File: src/rtl/nibble_tx_pkg.sv
// Shared types and constants for the nibble serial transmit path.
package nibble_tx_pkg;
  localparam int   DATA_W     = 4;
  localparam int   FRAME_BITS = 7;     // start + 4 data + parity + stop
  localparam logic IDLE_LEVEL = 1'b1;

  typedef enum logic [2:0] {
    IDLE,
    START,
    DATA,
    PARITY,
    STOP
  } tx_state_t;
endpackage

File: src/rtl/nibble_parity_tx_parity.sv
// Even-parity generator: XOR reduction of a nibble.
module even_parity4
  import nibble_tx_pkg::*;
(
  input  logic [DATA_W-1:0] data_i,
  output logic              parity_o
);
  assign parity_o = ^data_i;
endmodule

File: src/rtl/nibble_parity_tx.sv
// Serial transmitter: start, 4 data bits LSB-first, even parity, stop.
module nibble_parity_tx
  import nibble_tx_pkg::*;
#(
  parameter int CLKS_PER_BIT = 4
) (
  input  logic              clk,
  input  logic              rst_n,
  input  logic [DATA_W-1:0] in_data,
  input  logic              in_valid,
  output logic              in_ready,
  output logic              tx,
  output logic              busy,
  output logic              done
);
  localparam int            CW      = (CLKS_PER_BIT > 1) ? $clog2(CLKS_PER_BIT) : 1;
  localparam logic [CW-1:0] CNT_MAX = CW'(CLKS_PER_BIT - 1);

  tx_state_t         state_q, state_d;
  logic [CW-1:0]     clk_cnt_q, clk_cnt_d;
  logic [1:0]        bit_cnt_q, bit_cnt_d;
  logic [DATA_W-1:0] shreg_q, shreg_d;
  logic              par_q, par_d;
  logic              tx_q, tx_d;
  logic              rdy_q, rdy_d;
  logic              busy_q, busy_d;
  logic              done_q, done_d;
  logic              par_w;
  logic              accept;
  logic              bit_end;

  even_parity4 u_par (
    .data_i   (in_data),
    .parity_o (par_w)
  );

  assign accept  = in_valid && rdy_q;
  assign bit_end = (clk_cnt_q == CNT_MAX);

  // Next-state logic. tx is computed from the state being entered so the
  // line changes on the same edge as the state, keeping every output registered.
  always_comb begin
    state_d   = state_q;
    clk_cnt_d = clk_cnt_q;
    bit_cnt_d = bit_cnt_q;
    shreg_d   = shreg_q;
    par_d     = par_q;
    tx_d      = tx_q;
    rdy_d     = rdy_q;
    done_d    = 1'b0;
    if (state_q != IDLE) clk_cnt_d = bit_end ? '0 : clk_cnt_q + 1'b1;
    case (state_q)
      IDLE: begin
        rdy_d = 1'b1;
        if (accept) begin
          state_d   = START;
          rdy_d     = 1'b0;
          shreg_d   = in_data;
          par_d     = par_w;
          tx_d      = 1'b0;
          clk_cnt_d = '0;
          bit_cnt_d = '0;
        end
      end
      START: if (bit_end) begin
        state_d   = DATA;
        bit_cnt_d = '0;
        tx_d      = shreg_q[0];
        shreg_d   = shreg_q >> 1;
      end
      DATA: if (bit_end) begin
        bit_cnt_d = bit_cnt_q + 2'd1;   // wraps 3->0 on leaving DATA
        if (bit_cnt_q == 2'd3) begin
          state_d = PARITY;
          tx_d    = par_q;
        end else begin
          tx_d    = shreg_q[0];
          shreg_d = shreg_q >> 1;
        end
      end
      PARITY: if (bit_end) begin
        state_d = STOP;
        tx_d    = IDLE_LEVEL;
      end
      STOP: if (bit_end) begin
        state_d = IDLE;
        tx_d    = IDLE_LEVEL;
        rdy_d   = 1'b1;
        done_d  = 1'b1;
      end
      default: begin
        state_d = IDLE;
        tx_d    = IDLE_LEVEL;
      end
    endcase
    busy_d = (state_d != IDLE);
  end

  // State and output registers; reset abandons any frame in flight.
  always_ff @(posedge clk or negedge rst_n) begin
    if (!rst_n) begin
      state_q   <= IDLE;
      clk_cnt_q <= '0;
      bit_cnt_q <= '0;
      shreg_q   <= '0;
      par_q     <= 1'b0;
      tx_q      <= IDLE_LEVEL;
      rdy_q     <= 1'b0;
      busy_q    <= 1'b0;
      done_q    <= 1'b0;
    end else begin
      state_q   <= state_d;
      clk_cnt_q <= clk_cnt_d;
      bit_cnt_q <= bit_cnt_d;
      shreg_q   <= shreg_d;
      par_q     <= par_d;
      tx_q      <= tx_d;
      rdy_q     <= rdy_d;
      busy_q    <= busy_d;
      done_q    <= done_d;
    end
  end

  assign in_ready = rdy_q;
  assign tx       = tx_q;
  assign busy     = busy_q;
  assign done     = done_q;
endmodule

File: config.mk
export PLATFORM = sky130hd
export DESIGN_NAME = nibble_parity_tx
export DESIGN_NICKNAME = d
export VERILOG_FILES = /design/src/rtl/nibble_tx_pkg.sv /design/src/rtl/nibble_parity_tx_parity.sv /design/src/rtl/nibble_parity_tx.sv
export SDC_FILE = /design/constraint.sdc
export NUM_CORES = 1
export LEC_CHECK = 0
export CAP_MARGIN = 20
export CORE_MARGIN = 2
export CORE_UTILIZATION = 40
export DETAILED_ROUTE_END_ITERATION = 8
export PLACE_DENSITY = 0.62
export SETUP_SLACK_MARGIN = 0.05
export SLEW_MARGIN = 10
export SYNTH_ARGS = -nofsm -noshare
export SYNTH_HDL_FRONTEND = slang
export SYNTH_HIERARCHICAL = 1
export SYNTH_SLANG_ARGS = --single-unit
File: constraint.sdc
create_clock -name clk -period 5 [get_ports clk]
set_input_delay 0.75 -clock clk [delete_from_list [all_inputs] [get_ports clk]]
set_output_delay 0.75 -clock clk [all_outputs]
set_load 0.01 [all_outputs]
# After elaboration in Yosys (flattened, before gate mapping)
# Index checks and enable logic that the tools add are counted.
# word_totals
latchBits	0
memories	0
regBits	16
romBits	0
ramBits	0
input_bits	7
elab_cells	66
out_inout_bits	4
# op_classes
reduce_logical	13
order_cmp	0
bitwise_logic	0
multipliers	0
n_mux	30
eq_ne	12
add_sub_neg	2
n_div	0
shift	0
# op_table
operator	count
$mux W3	6
$mux W4	4
$pmux W3 S5	1
$mux W2	7
$pmux W4 S3	1
$ne A2 B2 Y1 const B	5
$reduce_bool A3 Y1	3
$mux W1	8
$reduce_and A4 Y1	2
$eq A3 B2 Y1 const B	2
$pmux W2 S3	1
$reduce_and A5 Y1	1
$add A2 B1 Y2 const B	2
$eq A2 B2 Y1 const B	2
$pmux W1 S4	1
$reduce_and A2 Y1	2
$reduce_xor A4 Y1	1
$eq A3 B1 Y1 const B	1
$eq A3 B3 Y1 const B	1
$logic_not A3 Y1	1
$ne A2 B1 Y1 const B	1
$pmux W1 S2	1
$reduce_bool A2 Y1	1
$reduce_or A2 Y1	1
$logic_and A1 B1 Y1	1

# Longest topological paths before layout
# logic_depth
word_depth	5
mapped_depth	6
depth_no_buf	5

# By module
# The synthesis kept the hierarchy.
# modules_own_cells
module	seq_area_each_um2	cells_each	area_each_um2	instances
nibble_parity_tx	401.6	79	915.9	1
even_parity4	0.0	3	26.3	1

# Worst setup path before layout
# OpenSTA, ideal clock, no wires.
# synth_timing
path_type	register to register
from	register clk_cnt_q[0]
to	register shreg_q[0]
path_buffers	1
slack_ns	3.383
arrival_time_ns	1.492
stages_incl_launch_ff	7
t_required_ns	4.875
setup_time_ns	0.125
synth_period_minus_slack_ns	1.617
cell_sequence	dfrtp_1 > ha_1 > buf_4 > nand2_2 > or2_4 > a31oi_4 > mux2_4
# synth_via
elab_chain_cells	3
elab_cells_between_ends	4
cone_classes	eq/ne (3); reduce/logical (1)
# synth_lines
element	line_no	source
start: declaration	nibble_parity_tx.sv:20	logic [CW-1:0] clk_cnt_q, clk_cnt_d;
start signal: assignment	nibble_parity_tx.sv:113	clk_cnt_q <= clk_cnt_d;
$eq A2 B2 Y1 (*)	nibble_parity_tx.sv:38	assign bit_end = (clk_cnt_q == CNT_MAX);
$ne A2 B2 Y1 (no source line)	-	
$reduce_and A5 Y1 (no source line) (*)	-	
end signal: assignment	nibble_parity_tx.sv:115	shreg_q <= shreg_d;
end: declaration	nibble_parity_tx.sv:22	logic [DATA_W-1:0] shreg_q, shreg_d;
# Mark *: on every way between the ends. The rest lies on a longest branch, timed or not.
# A chain may end at the register's enable or synchronous reset.

# Worst setup path after layout
# layout_timing
from	register tx_q, in the netlist tx
to	output port tx
# layout_rtl
element	line_no	source
start: declaration	nibble_parity_tx.sv:24	logic tx_q, tx_d;
start signal: assignment	nibble_parity_tx.sv:117	tx_q <= tx_d;
end: declaration	nibble_parity_tx.sv:12	output logic tx,
# No word-level cell between the ends.

==> impl_metrics.toml <==
[grt]
grt_pass1_vias = 604
grt_start_max_net_pins = 17
grt_pass1_wl_um = 2860
grt_usage = 0.148
antenna_found_initial = 0
grt_remaining_overflow = 0

[worst_setup_path]
crit_chain = "clkdlybuf4s50_1"
worstReg2RegEnd = "bit_cnt_q[1]"
crit_arrival_ns = 1.35
max_stage_delay_ns = 0.54
endpoint = "tx"
cp_num_cells = 1
crit_buf_inv = 1
slowest_stage = "dfstp_2"
crit_family = "flip-flops"
r2r_slack_ns = 3.16
rr_startpoint = "clk_cnt_q[0]"
startpoint = "tx"
crit_fanout = 2
crit_type = "flip-flop to output pin"
crit_path_start_kind = "flip-flop"
r2r_cells = 5
cp.required_ns = 4.25
endpoint_kind = "output pin"

[floorplan]
ios = 11
die_h_um = 52.5
initial_core_util = 0.426
coreArea_mm2 = 0.00221
fp.dieW_um = 52.5
dieArea_mm2 = 0.00276
rows = 17

[drt]
met3_length_um = 52
vias_per_cell = 5.22
routedWlPerCell_um = 12.9
m1WireLength_um = 733
routed_wl_um = 1550
via_count = 626
detail_route.first_pass.iterations = 4
dr_wl_met2_um = 714
drtIter0Drc = 10
ant_nets = 0
drc_errors = 0
routed.top_layer = "met4"

[sta]
fmax_ghz = 0.477
maxSlewViolCount = 0
period_share = 0.420
fin_ws_ns = 2.90
period_needed_ns = 2.10
relSlewSlack = 0.537
finalClockSkew_ns = 0.00589
finalSetupTns_ns = 0
grt_setup_unrepaired = "no"
hold_violations = 0
tightest_slew_ns = 0.692
setup_viol = 0

[logic_synthesis]
synth_top_family_by_area = "simple AND/OR/NAND/NOR gates"
synth_seq_cells = 16
syn_avg_cell_area_um2 = 11.5
synth.distinct_cells = 36
synthTopCellsByArea = "dfrtp_1, mux2_1, mux2_4"
muxShareOfSynthArea = 0.146
synth_fp_nets = 92
synth_area_leader_cell = "dfrtp_1"
synth_top_area_share = 0.398
synthAdderAreaFrac = 0.0398
synthSimpleGateAreaFrac = 0.186
synth_compound_area_frac = 0.120
ys_seq_area_frac = 0.426
synth-warning-count = 6
syn_area_um2 = 942
synth_xor_area_frac = 0.0372
syn_inst = 82

[final_layout]
nFillCells = 215
drive_above_1_share = 0.196
multiInputGateArea_um2 = 498
antenna_cells = 0
nets = 103
final_common_cell = "dfrtp_1"
seq_area_um2 = 402
area_growth_pct = 14.5
most-common-layout-cells = "dfrtp_1, clkdlybuf4s50_1, mux2_1, nand2b_1"

[min_path]
hold_class = "flip-flop to flip-flop"

[clock_network]
ctsHoldBuffers = 0
cts_buffer_depth = 2
cts_tree = "yes"
htreeDepth = 1
clk_pin_slew_worst_paths_ns = 0.09
cts_resized = 0
clk_latency_ns = 0.29
cts_made_buffers = 3
post_cts.repair.setup_buffers = 0
cts_root_buffer = "clkbuf_4"
cts_sinks = 16

[power]
p_leak_nw = 0.451
power.total_mw = 0.643
worst_ir_drop_vdd_mv = 0.287
power_density_mw_per_mm2 = 596

[status]
run_status = "finished clean"

[job]
drv_cap = 0

[placement]
hpwl_um = 1220
portBuffers = 10
pre_cts_ws_ns = 2.83
finalWeightedCongestion = 0.746
[where the power goes]
part / switching (mW) / leakage (nW) / total, mW / internal [mW]
registers: 0.0691 / 0.194 / 0.256 / 0.187
clock network: 0.0421 / 0.0210 / 0.0865 / 0.0444
logic: 0.131 / 0.235 / 0.300 / 0.170
[worst register-to-register path, cell delays in order (launching register included)]
cell	delay, ns
dfrtp_1	0.40
ha_1	0.37
nand2_2	0.12
or2_4	0.28
a31oi_2	0.20
mux2_1	0.35
[per-stage QoR]
step | area, um2 | hold WS [ns] | std cells | utilization
after detailed placement | 1040 | 0.488 | 116 | 0.471
after floorplan | 942 | 0.454 | 82 | -
after global placement | 1040 | 0.483 | 116 | 0.471
after CTS | 1080 | 0.511 | 120 | 0.488
after global routing | 1080 | 0.537 | 120 | 0.488
final | 1080 | 0.504 | 120 | 0.488
[synthesized netlist by cell type, drive strengths merged]
cell type	n
o31ai	2
xnor2	3
nand3	6
nor3	2
nor2	4
and3b	1
nor2b	1
xor2	1
a21oi	3
nor3b	1
and3	2
or2	1
inv	2
dfstp	1
dfrtp	15
buf	4
ha	3
a31oi	5
mux2i	1
o32a	1
nand2	3
nand2b	5
mux2	10
o21ai	4
and2	1
[routing by layer]
layer  vias to the layer above  global-route usage
li1                        314                   -
met4                         0               0.103
met2                        12               0.221
met1                       295               0.191
met5                         -                   0
met3                         5              0.0257
[cell type report]
type | instances | area share
Timing Repair Buffer | 10 | 0.0928
Tap cell | 28 | 0.0325
Inverter | 2 | 0.00696
Sequential cell | 16 | 0.372
Clock buffer | 4 | 0.0336
Multi-Input combinational cell | 60 | 0.462
[how the worst min path moves through the flow]
stage | start | to | slack (ns) | cells after the start
floorplan | rst_n | bit_cnt_q[0] | 0.45 | 0
global placement | bit_cnt_q[1] | bit_cnt_q[1] | 0.48 | 1
detailed placement | bit_cnt_q[1] | bit_cnt_q[1] | 0.49 | 1
CTS | bit_cnt_q[1] | bit_cnt_q[1] | 0.51 | 1
global route | bit_cnt_q[1] | bit_cnt_q[1] | 0.54 | 1
finish | bit_cnt_q[1] | bit_cnt_q[1] | 0.50 | 1
[sequential cells by signal, indices dropped and copies added (netlist names)]
signal     flops
clk_cnt_q      2
done           1
bit_cnt_q      2
tx             1
state_q        3
in_ready       1
shreg_q        4
busy           1
par_q          1
[cells by family after synthesis]
logic type,Yosys count
adders and majority gates,3
buffers and inverters,6
and+or+nand+nor,27
xor gates and xnor gates,4
muxes,11
AOI/OAI and AO/OA,15
DFF,16
(Power assumes the default switching activity.)
